### src/rtl/riscv_kernel_sequencer_pkg.sv
// Shared state encoding and counter sizing for the RISC-V kernel host sequencer.
package riscv_seq_pkg;

   typedef enum logic [2:0] {
      IDLE,
      LOAD,
      CLEAR,
      RUN,
      DRAIN
   } seq_state_e;

   // Width able to count 0..max(a,b,c)-1; never narrower than one bit.
   function automatic int unsigned cnt_width(input int unsigned a,
                                             input int unsigned b,
                                             input int unsigned c);
      int unsigned m;
      m = a;
      if (b > m) m = b;
      if (c > m) m = c;
      return (m < 2) ? 1 : $clog2(m);
   endfunction

endpackage

### src/rtl/riscv_kernel_sequencer_rd_stage.sv
// Single-entry dmem read stage: issues a read, captures the 1-cycle-latency
// result and holds it on a valid/ready output until the consumer accepts it.
module seq_rd_stage #(
   parameter int DW = 32
) (
   input  logic          clk,
   input  logic          rst,
   input  logic          issue,
   input  logic [DW-1:0] dmem_q,
   input  logic          rd_ready,
   output logic          rd_valid,
   output logic [DW-1:0] rd_data,
   output logic          idle,
   output logic          fire
);

   logic          pend_q, pend_d;
   logic          valid_q, valid_d;
   logic [DW-1:0] data_q, data_d;

   always_comb begin
      pend_d  = issue;
      valid_d = valid_q;
      data_d  = data_q;
      if (valid_q && rd_ready) valid_d = 1'b0;
      // A pending read always follows a handshake, so the slot is free to refill.
      if (pend_q) begin
         valid_d = 1'b1;
         data_d  = dmem_q;
      end
   end

   always_ff @(posedge clk) begin
      if (rst) begin
         pend_q  <= 1'b0;
         valid_q <= 1'b0;
         data_q  <= '0;
      end else begin
         pend_q  <= pend_d;
         valid_q <= valid_d;
         data_q  <= data_d;
      end
   end

   assign rd_valid = valid_q;
   assign rd_data  = data_q;
   assign idle     = !pend_q && !valid_q;
   assign fire     = valid_q && rd_ready;

endmodule

### src/rtl/riscv_kernel_sequencer.sv
// Host-side sequencer for the 5-stage RISC-V kernel: loads imem, clears dmem,
// runs the core and streams dmem back, muxing the BRAM ports with the core.
module riscv_kernel_sequencer
   import riscv_seq_pkg::*;
#(
   parameter int IMEM_AW    = 6,
   parameter int DMEM_AW    = 5,
   parameter int DW         = 32,
   parameter int IMEM_WORDS = 40,
   parameter int DMEM_WORDS = 32,
   parameter int TIMEOUT    = 4096
) (
   input  logic               clk,
   input  logic               rst,
   input  logic               cmd_go,
   input  logic               prog_valid,
   output logic               prog_ready,
   input  logic [DW-1:0]      prog_data,
   output logic               rd_valid,
   input  logic               rd_ready,
   output logic [DW-1:0]      rd_data,
   output logic               busy,
   output logic               job_done,
   output logic               timeout_err,
   output logic               core_start,
   input  logic               core_done,
   input  logic [IMEM_AW-1:0] core_imem_addr,
   input  logic [DMEM_AW-1:0] core_dmem_addr,
   input  logic               core_dmem_we,
   input  logic [DW-1:0]      core_dmem_d,
   output logic [IMEM_AW-1:0] imem_addr,
   output logic               imem_we,
   output logic [DW-1:0]      imem_d,
   output logic [DMEM_AW-1:0] dmem_addr,
   output logic               dmem_we,
   output logic [DW-1:0]      dmem_d,
   input  logic [DW-1:0]      dmem_q
);

   localparam int unsigned CW = cnt_width(IMEM_WORDS, DMEM_WORDS, TIMEOUT);

   seq_state_e    state_q, state_d;
   logic [CW-1:0] cnt_q, cnt_d;
   logic          prog_ready_q, prog_ready_d;
   logic          busy_q, busy_d;
   logic          core_start_q, core_start_d;
   logic          job_done_q, job_done_d;
   logic          timeout_q, timeout_d;

   logic               seq_imem_we;
   logic               seq_dmem_we;
   logic [DMEM_AW-1:0] seq_dmem_addr;
   logic               rd_issue;
   logic               rd_idle;
   logic               rd_fire;
   logic               run;

   seq_rd_stage #(.DW(DW)) u_rd_stage (
      .clk      (clk),
      .rst      (rst),
      .issue    (rd_issue),
      .dmem_q   (dmem_q),
      .rd_ready (rd_ready),
      .rd_valid (rd_valid),
      .rd_data  (rd_data),
      .idle     (rd_idle),
      .fire     (rd_fire)
   );

   always_comb begin
      state_d       = state_q;
      cnt_d         = cnt_q;
      timeout_d     = timeout_q;
      job_done_d    = 1'b0;
      seq_imem_we   = 1'b0;
      seq_dmem_we   = 1'b0;
      seq_dmem_addr = DMEM_AW'(cnt_q);
      rd_issue      = 1'b0;

      case (state_q)
         IDLE: begin
            if (cmd_go) begin
               state_d   = LOAD;
               cnt_d     = '0;
               timeout_d = 1'b0;
            end
         end
         LOAD: begin
            if (prog_valid && prog_ready_q) begin
               seq_imem_we = 1'b1;
               if (cnt_q == CW'(IMEM_WORDS - 1)) begin
                  state_d = CLEAR;
                  cnt_d   = '0;
               end else begin
                  cnt_d = cnt_q + CW'(1);
               end
            end
         end
         CLEAR: begin
            seq_dmem_we = 1'b1;
            if (cnt_q == CW'(DMEM_WORDS - 1)) begin
               state_d = RUN;
               cnt_d   = '0;
            end else begin
               cnt_d = cnt_q + CW'(1);
            end
         end
         RUN: begin
            // First RUN cycle still sees ap_done from the core's reset PC.
            if (cnt_q != '0 && core_done) begin
               state_d = DRAIN;
               cnt_d   = '0;
            end else if (cnt_q == CW'(TIMEOUT - 1)) begin
               state_d   = DRAIN;
               cnt_d     = '0;
               timeout_d = 1'b1;
            end else begin
               cnt_d = cnt_q + CW'(1);
            end
         end
         DRAIN: begin
            if (rd_idle) rd_issue = 1'b1;
            if (rd_fire) begin
               if (cnt_q == CW'(DMEM_WORDS - 1)) begin
                  state_d    = IDLE;
                  cnt_d      = '0;
                  job_done_d = 1'b1;
               end else begin
                  // Issue the next read in the handshake cycle to sustain 2 cycles/word.
                  cnt_d         = cnt_q + CW'(1);
                  rd_issue      = 1'b1;
                  seq_dmem_addr = DMEM_AW'(cnt_q + CW'(1));
               end
            end
         end
         default: begin
            state_d = IDLE;
            cnt_d   = '0;
         end
      endcase

      prog_ready_d = (state_d == LOAD);
      busy_d       = (state_d != IDLE);
      core_start_d = (state_d != RUN);
   end

   always_ff @(posedge clk) begin
      if (rst) begin
         state_q      <= IDLE;
         cnt_q        <= '0;
         prog_ready_q <= 1'b0;
         busy_q       <= 1'b0;
         core_start_q <= 1'b1;
         job_done_q   <= 1'b0;
         timeout_q    <= 1'b0;
      end else begin
         state_q      <= state_d;
         cnt_q        <= cnt_d;
         prog_ready_q <= prog_ready_d;
         busy_q       <= busy_d;
         core_start_q <= core_start_d;
         job_done_q   <= job_done_d;
         timeout_q    <= timeout_d;
      end
   end

   always_comb begin
      run = (state_q == RUN);
      imem_addr = run ? core_imem_addr : IMEM_AW'(cnt_q);
      imem_we   = run ? 1'b0 : seq_imem_we;
      imem_d    = prog_data;
      dmem_addr = run ? core_dmem_addr : seq_dmem_addr;
      dmem_we   = run ? core_dmem_we : seq_dmem_we;
      dmem_d    = run ? core_dmem_d : '0;
   end

   assign prog_ready  = prog_ready_q;
   assign busy        = busy_q;
   assign core_start  = core_start_q;
   assign job_done    = job_done_q;
   assign timeout_err = timeout_q;

endmodule

### config.mk
export PLATFORM = sky130hd
export DESIGN_NAME = riscv_kernel_sequencer
export DESIGN_NICKNAME = d
export VERILOG_FILES = /design/src/rtl/riscv_kernel_sequencer_pkg.sv /design/src/rtl/riscv_kernel_sequencer_rd_stage.sv /design/src/rtl/riscv_kernel_sequencer.sv
export SDC_FILE = /design/constraint.sdc
export NUM_CORES = 1
export LEC_CHECK = 0
export CAP_MARGIN = 20
export CORE_UTILIZATION = 37
export CTS_CLUSTER_DIAMETER = 100
export DETAILED_ROUTE_END_ITERATION = 8
export GPL_TIMING_DRIVEN = 1
export PLACE_DENSITY = 0.95
export SLEW_MARGIN = 5
export SYNTH_ARGS = -nofsm -noshare
export SYNTH_HDL_FRONTEND = slang
export SYNTH_SLANG_ARGS = --single-unit
### constraint.sdc
create_clock -name clk -period 5.49 [get_ports clk]
set_input_delay 1.098 -clock clk [delete_from_list [all_inputs] [get_ports clk]]
set_output_delay 1.098 -clock clk [all_outputs]
set_load 0.005 [all_outputs]
After elaboration in Yosys (flattened, before gate mapping). Cells that the tools add are included.

Memory bits (read-only): 0. Memories kept: 0. Output and inout bits: 115. Bits in latches: 0. Input bits: 114. RAM bits: 0. Word-level logic and storage cells: 80. Bits in registers: 54.

Reductions and logical operators: 15. Equal/unequal tests: 14. Shift-type cells: 0. Mux-type cells: 38. Add/sub/neg operators: 1. Multiply operators: 0. Order comparisons: 0. Divide/modulo/power cells: 0. Bitwise operators: 2.

Operators by type and width (number): $mux 12 (7); $pmux 12 s5 (1); $mux 32 (1); $mux 3 (8); $mux 5 (4); $pmux 3 s5 (1); $mux 1 (14); $add 12x1->12 const B (1); $eq 12x12->1 const B (1); $eq 12x5->1 const B (1); $eq 12x6->1 const B (1); $reduce_bool 12->1 (1); $ne 2x2->1 const B (4); $eq 3x1->1 const B (2); $eq 3x2->1 const B (2); $mux 6 (1); $logic_and 1x1->1 (4); $reduce_and 4->1 (1); $reduce_bool 2->1 (2); $eq 3x3->1 const B (1); $logic_not 3->1 (1); $ne 3x2->1 const B (1); $reduce_and 3->1 (1); $reduce_bool 3->1 (1); 6 further kinds (8).

Longest topological paths before layout. Gate-level depths: netlist of the first run.

Depth after elaboration: 5. Gate-level depth with buffers: 8. Mapped depth without buffers: 7.

Modules after synthesis. A second synthesis of the first run with hierarchy kept.

Cell total of the unflattened synthesis: 364. Area total of the unflattened synthesis: 3139.3 µm².

By module, submodules not included: riscv_kernel_sequencer (cells an instance 252, sequential area each 400.4 µm², times used 1, area an instance 1898.1 µm²); seq_rd_stage (cells an instance 112, sequential area each 680.7 µm², times used 1, area an instance 1241.2 µm²).

Worst setup path before layout of the first run. Ideal clock, no wire load.

Path type: input to output. Start: input rd_ready. End: output dmem_addr[0]. Buffers on the path: 1. Cell stages on the path: 6. Slack: 2.493 ns. Data required time: 4.392 ns. Arrival: 1.899 ns. Path through: nand2_1 or2_0 buf_2 nand2_1 o21ai_0 mux2_2.

Word-level cells in the longest chain between the ends: 4.

Ends and longest elaborated chain: start, declared (RTL line riscv_kernel_sequencer.sv:20) `input logic rd_ready,`; $logic_and 1x1->1 (RTL line riscv_kernel_sequencer_rd_stage.sv:48) `assign fire = valid_q && rd_ready;`; $mux 5 (RTL line riscv_kernel_sequencer.sv:123) `if (rd_fire) begin`; $mux 5 (RTL line riscv_kernel_sequencer.sv:80) `case (state_q)`; $mux 5 (RTL line riscv_kernel_sequencer.sv:172) `dmem_addr = run ? core_dmem_addr : seq_dmem_addr;`; end, declared (RTL line riscv_kernel_sequencer.sv:34) `output logic [DMEM_AW-1:0] dmem_addr,`.

Every way passes these cells.

Worst setup path in the final report of the first run.
Start: input rd_ready. End: output dmem_addr[3].

Same word-level chain as after synthesis.

==> key figures, run 1 <==
Status
  – Outcome: completed

Yosys
  – Main synth FF type: dfxtp_1
  – Post-synth EDFFs: 0
  – Mux contribution to synthesized area: between 10% and 20%
  – Post-synthesis sequential area ratio: between 30% and 40%
  – XOR/XNOR Fraction of Synth Area: 3.10%
  – Largest family of logic cells by synthesized area: simple AND/OR/NAND/NOR gates
  – Async S/R FF share, synth: 0%
  – Synth Area in Simple Gates: 26.8%
  – Synth unique cells: between 50 and 60
  – Syn nets: between 400 and 500
  – Ys Warns: 0
  – Syn Inst Count: between 300 and 400
  – #FFs+latches synth: 54
  – Synth Area in Compound Gates: between 10 and 15%
  – Mapped cell area: 0.00311 mm2
  – Average size of a mapped cell: 8.42 um2
  – Synth Area in Adders: under 10%

Timing
  – Final setup vio count: 0
  – Worst Skew: between 0.015 and 0.02 ns
  – Hold Slack: 0.508 ns
  – Final Worst Setup Slack: between 1 and 1.5 ns
  – Setup_tns: 0 ns
  – Min Tclk post-route: around 4.2 ns
  – Slew @ Worst Pin: ~0.98 ns
  – Fmax: about 240 MHz
  – Hold Fails Final Rpt: 0
  – Fin crit share: between 70% and 80%
  – Max Slew Vio Count: 0
  – Max-slew headroom: around a third
  – RSZ-0062 raised after global routing: false

CTS
  – Worst-path clk slew: approximately 0.1 ns
  – CTS tree: built
  – Clock Path Buffers: 2
  – Worst-Skew Late Latency: a little over 0.3 ns
  – CTS buffer count: 5
  – Htree depth: 2
  – Root Buffer: clkbuf_8
  – # hold bufs at CTS: 0
  – Setup Fix Bufs, Post-CTS: 0
  – Number of gates resized after CTS: 0
  – Clock sink count: 54

Layout
  – # diodes: 0
  – Most frequent cells in the layout: clkdlybuf4s50_1, dfxtp_1, nor2_1
  – Area growth syn-to-layout: 50.1%
  – Post-route cell area: about 0.0047 mm2
  – Nets: about 600
  – Layout cells sized above 1: approximately 6.4%
  – Commonest non-fill, non-tap cell in the layout: clkdlybuf4s50_1

Setup path
  – Startpoint class of the critical path: input pin
  – R2R Setup Slk: 3.07 ns
  – Worst EP arrival: ~3.1 ns
  – Max FO, Critical Path: 7
  – Critical R2R Capture: cnt_q[9]$_SDFFE_PP0P_
  – Crit path kind: in2out
  – Crit path capture type: primary output
  – Cell depth of the worst flop-to-flop path: 6
  – Worst setup path start: rd_ready
  – Setup crit end: dmem_addr[3]
  – FF-to-FF Start: cnt_q[1]$_SDFFE_PP0P_
  – Required time worst endpoint: around 4.4 ns

Floorplan
  – Die width: 93.7 um
  – Die Height: about 94 um
  – # IOs: roughly 230
  – Initial Util: between 30% and 40%
  – Core footprint: approximately 0.008 mm2
  – Site Rows: 33
  – Die area: ~0.009 mm2

Power
  – Lkg Pwr: around 1.7 nW
  – PD cells: ~170 mW/mm2
  – VDD IR-drop max: 0.0000967 V

Global route
  – Largest net degree at the start of global routing: 36
  – Initial antenna violation count: 0
  – Residual overflow from global routing: 0
  – GRT Util Overall: about 21%
  – Vias in the first global route: 2904
  – First-pass GRT wire length: roughly 14000 um

Worst hold path
  – HP Class: reg2reg
  – Hold path depth: 2

Place
  – Final Wtd Congestion: about 0.84
  – Place WS: about 1.3 ns
  – DP Area: ~0.0045 mm2
  – IO buf count: 164
  – Detailed placement HPWL: 7440 um

Routing
  – Vias: 2980
  – Total wire length: 9450 um
  – Post-route DRC: 0
  – DR iter-0 viols: 77
  – Vias per std cell: about 5
  – Average wire per standard cell: 16.0 um
  – Routed Antenna Nets: 0
  – Initial DRT Pass Iterations: 5

Run
  – Max Cap Viol: 0
-- how the worst min path moves through the flow --
stage	start	endpoint	slack (ns)
2_1_floorplan	cnt_q[1]$_SDFFE_PP0P_	cnt_q[1]$_SDFFE_PP0P_	0.47
3_3_place_gp	u_rd_stage.rd_data[9]$_SDFFE_PP0P_	u_rd_stage.rd_data[9]$_SDFFE_PP0P_	0.47
3_5_place_dp	u_rd_stage.rd_data[14]$_SDFFE_PP0P_	u_rd_stage.rd_data[14]$_SDFFE_PP0P_	0.49
4_1_cts	cnt_q[1]$_SDFFE_PP0P_	cnt_q[1]$_SDFFE_PP0P_	0.51
5_1_grt	u_rd_stage.rd_data[29]$_SDFFE_PP0P_	u_rd_stage.rd_data[29]$_SDFFE_PP0P_	0.54
6_report	u_rd_stage.rd_data[23]$_SDFFE_PP0P_	u_rd_stage.rd_data[23]$_SDFFE_PP0P_	0.51
-- synthesized netlist by cell type (2+ instances only) --
master	n	area (um2)
a21oi_1	10	50.1
a31oi_1	2	12.5
and2_1	37	231
and3_1	4	25.0
buf_2	5	25.0
buf_4	34	255
buf_6	3	33.8
clkbuf_1	15	56.3
dfxtp_1	54	1080
ha_1	3	37.5
inv_1	8	30.0
mux2i_1	33	330
nand2_1	32	120
nand3_1	3	15.0
nand4_1	2	12.5
nor2_1	52	195
nor2b_1	3	18.8
nor3_1	4	20.0
nor3_2	3	30.0
o2111ai_1	2	17.5
o211ai_1	6	45.0
o21ai_0	6	30.0
o21ai_1	4	20.0
o221ai_1	3	26.3
o31ai_1	3	22.5
or2_0	2	12.5
xnor2_1	4	35.0
xor2_1	7	61.3
-- critical path, cell delays in order --
cell and delay (ns):
clkdlybuf4s50_1 0.51, nand2_1 0.10, or2_0 0.41, nor3_2 0.26
xnor2_1 0.09, o21ai_1 0.12, clkdlybuf4s50_1 0.50
-- report_power, final --
group	total [mW]	leakage (nW)	switching [mW]	internal, mW
clock network	0.288	0.0618	0.137	0.150
registers	0.396	0.436	0.00245	0.394
logic	0.0897	1.16	0.0283	0.0614
total	0.774	1.65	0.168	0.605
-- cell families (layout without fill, tap and decap cells) --
group | Yosys count | after routing
compound gates | 45 | 45
xor+xnor | 11 | 11
fa+ha+maj | 3 | 3
buf+inv | 66 | 184
flops | 54 | 54
mux | 34 | 34
simple gates | 156 | 156
-- stage by stage --
stage / util (%) / std cells / total power [mW]
after floorplan: - / 369 / 0.446
after global placement: 55.4 / 583 / 0.494
after detailed placement: 55.4 / 583 / 0.495
after CTS: 56.9 / 591 / 0.782
after global routing: 57.1 / 592 / 0.805
final: 57.1 / 592 / 0.774
-- state kept, by name, indices dropped and copies added, names as in the netlist --
register             cells
u_rd_stage.rd_data      32
cnt_q                   12
state_q                  3
busy                     1
core_start               1
job_done                 1
prog_ready               1
timeout_err              1
u_rd_stage.pend_q        1
u_rd_stage.rd_valid      1
-- metal layers --
| layer | up-vias | wire (um) | part of all wire (%) | GRT usage, % |
|---|---|---|---|---|
| li1 | 1426 | - | - | - |
| met1 | 1330 | 3350 | 35 | 21.0 |
| met2 | 201 | 4500 | 48 | 37.3 |
| met3 | 23 | 1230 | 13 | 10.5 |
| met4 | 0 | 375 | 4.0 | 11.2 |
| met5 | - | 0 | 0 | 0 |
-- area by class of cell --
type                    count  area [um2]
clock buffers               6        82.6
clock inverters             2        38.8
fillers                   737        3510
inverters                   9        33.8
multi-input cells         249        1630
flip-flops and latches     54        1080
well taps                 105         131
repair buffers            167        1670
No activity file was read; power rests on OpenSTA's default activity.
==> run 2, diff against run 1 <==
--- a/config.mk
+++ b/config.mk
@@ -6,11 +6,11 @@
 export NUM_CORES = 1
 export LEC_CHECK = 0
 export CAP_MARGIN = 20
-export CORE_UTILIZATION = 37
+export CORE_UTILIZATION = 31
 export CTS_CLUSTER_DIAMETER = 100
 export DETAILED_ROUTE_END_ITERATION = 8
 export GPL_TIMING_DRIVEN = 1
-export PLACE_DENSITY = 0.95
+export PLACE_DENSITY = 0.88
 export SLEW_MARGIN = 5
 export SYNTH_ARGS = -nofsm -noshare
 export SYNTH_HDL_FRONTEND = slang
==> constraint.sdc (replaced) <==
create_clock -name clk -period 3.41 [get_ports clk]
set_input_delay 0.682 -clock clk [delete_from_list [all_inputs] [get_ports clk]]
set_output_delay 0.682 -clock clk [all_outputs]
set_load 0.005 [all_outputs]
==> run 2 against run 1 <==
Clock power up 48%; largest power group unchanged; first-iteration DRC count up 75%; clock skew decreased by 0.0070 ns; critical endpoint unchanged; count of clock-buffer cells in the layout stayed put; sequential share of layout area down 0.25 points; combinational power is 62% higher; sequential power is 61% higher; register-to-register slack lost 1.8 ns; non-clock buffer count rose by 5; highest routed layer unchanged; final cell count grew 5.7%.
==> key figures, run 2 (synthesis results as in run 1) <==
Status
  – Outcome: completed

Floorplan
  – Initial Util: a little under a third
  – Die Height: between 100 and 150 um
  – Core footprint: 0.00973 mm2
  – # IOs: roughly 230
  – Die area: approximately 0.010 mm2
  – Site Rows: 36
  – Die width: about 100 um

Setup path
  – CP most frequent cell: clkdlybuf4s50_1
  – Worst setup path start: rd_ready
  – Worst EP arrival: about 2.6 ns
  – CP max-delay cell: clkdlybuf4s50_1
  – Startpoint class of the critical path: input pin
  – Crit path kind: in2out
  – CP Cell Sequence: clkdlybuf4s50_1, nand2_1, or2_1, nor3_2, xnor2_1, o21ai_1, clkdlybuf4s50_1
  – FF-to-FF Start: cnt_q[1]$_SDFFE_PP0P_
  – Buf/Inv on CP: 2
  – R2R Setup Slk: roughly 1.3 ns
  – CP peak stage delay: 0.54 ns
  – Max FO, Critical Path: 7
  – Crit path capture type: primary output
  – Top delay family on crit path: buffers and inverters
  – Required time worst endpoint: 2.73 ns

Timing
  – Max-slew headroom: between 30 and 40%
  – Fmax: 302 MHz
  – RSZ-0062 raised after global routing: false
  – Worst Skew: 0.00813 ns
  – Fin crit share: 97.1%
  – Min Tclk post-route: between 3 and 4 ns
  – Final setup vio count: 0
  – Max Slew Vio Count: 0
  – Hold Fails Final Rpt: 0
  – Slew @ Worst Pin: 1.00 ns
  – Setup_tns: 0 ns

Worst hold path
  – Worst hold path startpoint: cnt_q[1]$_SDFFE_PP0P_
  – HP Class: reg2reg

Global route
  – Vias in the first global route: 2822
  – GRT Util Overall: between 15 and 20%
  – First-pass GRT wire length: between 10000 and 15000 um
  – Residual overflow from global routing: 0
  – Initial antenna violation count: 1
  – Largest net degree at the start of global routing: 50

CTS
  – Root Buffer: clkbuf_8
  – CTS tree: built
  – Setup Fix Bufs, Post-CTS: 0
  – Worst-path clk slew: roughly 0.09 ns
  – CTS buffer count: 5
  – Number of gates resized after CTS: 0
  – Worst-Skew Late Latency: between 0.3 and 0.4 ns
  – # hold bufs at CTS: 0
  – Clock sink count: 54
  – Htree depth: 2
  – Clock Path Buffers: 2

Power
  – Overall power: approximately 1.2 mW
  – Lkg Pwr: roughly 1.7 nW
  – PD cells: approximately 260 mW/mm2
  – VDD IR-drop max: between 0.00015 and 0.0002 V

Routing
  – Vias per std cell: approximately 4.7
  – Total wire length: 9300 um
  – Vias: between 2k and 3k
  – Routed Antenna Nets: 0
  – Average wire per standard cell: about 15 um
  – DR iter-0 viols: 135
  – Initial DRT Pass Iterations: 4
  – Post-route DRC: 0

Place
  – Placed insts: 617
  – IO buf count: roughly 160
  – Final Wtd Congestion: 0.884
  – Detailed placement HPWL: 7390 um

Layout
  – Commonest non-fill, non-tap cell in the layout: clkdlybuf4s50_1
  – Layout cells sized above 1: just under 8%
  – Area growth syn-to-layout: 52.1%
  – Most frequent cells in the layout: clkdlybuf4s50_1, nor2_1, dfxtp_1
  – Max reg flops: 32
  – Nets: between 600 and 700
  – Final Instance Count excl. Fillers: around 630

Run
  – Max Cap Viol: 0
-- run 2: path summary, 6_finish.rpt --
check                                        endpoint  depth (start not counted)
worst max-delay path                     dmem_addr[3]                          7
worst max register to register  cnt_q[5]$_SDFFE_PP0P_                          7
worst min register to register  cnt_q[1]$_SDFFE_PP0P_                          2
worst min-delay path            cnt_q[1]$_SDFFE_PP0P_                          2
-- run 2: power breakdown --
| part | total (mW) | switching (mW) | internal, mW |
|---|---|---|---|
| registers | 0.638 | 0.00403 | 0.634 |
| clock network | 0.427 | 0.208 | 0.219 |
| logic | 0.145 | 0.0459 | 0.0988 |
-- run 2: worst reg2reg max path, delay by kind of cell (launching register included) --
| family | cells | cell delay, ns |
|---|---|---|
| compound gates | 2 | 0.63 |
| simple gates | 3 | 0.56 |
| flops | 1 | 0.38 |
| fa+ha+maj | 1 | 0.24 |
| buf+inv | 1 | 0.18 |
-- run 2: final cells by class --
cell class                      count  area (um2)
Fill cell                         921        5000
Timing Repair Buffer              172        1700
Multi-Input combinational cell    249        1630
Sequential cell                    54        1080
Tap cell                          133         166
Clock buffer                        6        72.6
Clock inverter                      2        37.5
Inverter                            9        33.8
Antenna cell                        1        2.50
-- run 2: stage by stage --
step           area [um2]  utilization (%)  setup slack [ns]  hold slack [ns]
6_report             4730             48.6             0.100            0.495
3_3_place_gp         4610             47.4            0.0614            0.476
5_1_grt              4730             48.6           0.00485            0.534
4_1_cts              4720             48.5            0.0168            0.511
2_1_floorplan        3110                -             0.925            0.473
3_5_place_dp         4610             47.4            0.0199            0.487
-- run 2: per-layer routing --
| metal | track usage (%) | share of wire (%) | wire (um) | vias up |
|---|---|---|---|---|
| met5 | 0 | 0 | 0 | - |
| met1 | 16.9 | 38 | 3540 | 1309 |
| met3 | 7.25 | 12 | 1150 | 17 |
| met2 | 29.6 | 46 | 4310 | 173 |
| met4 | 7.69 | 3.2 | 298 | 0 |
| li1 | - | - | - | 1437 |
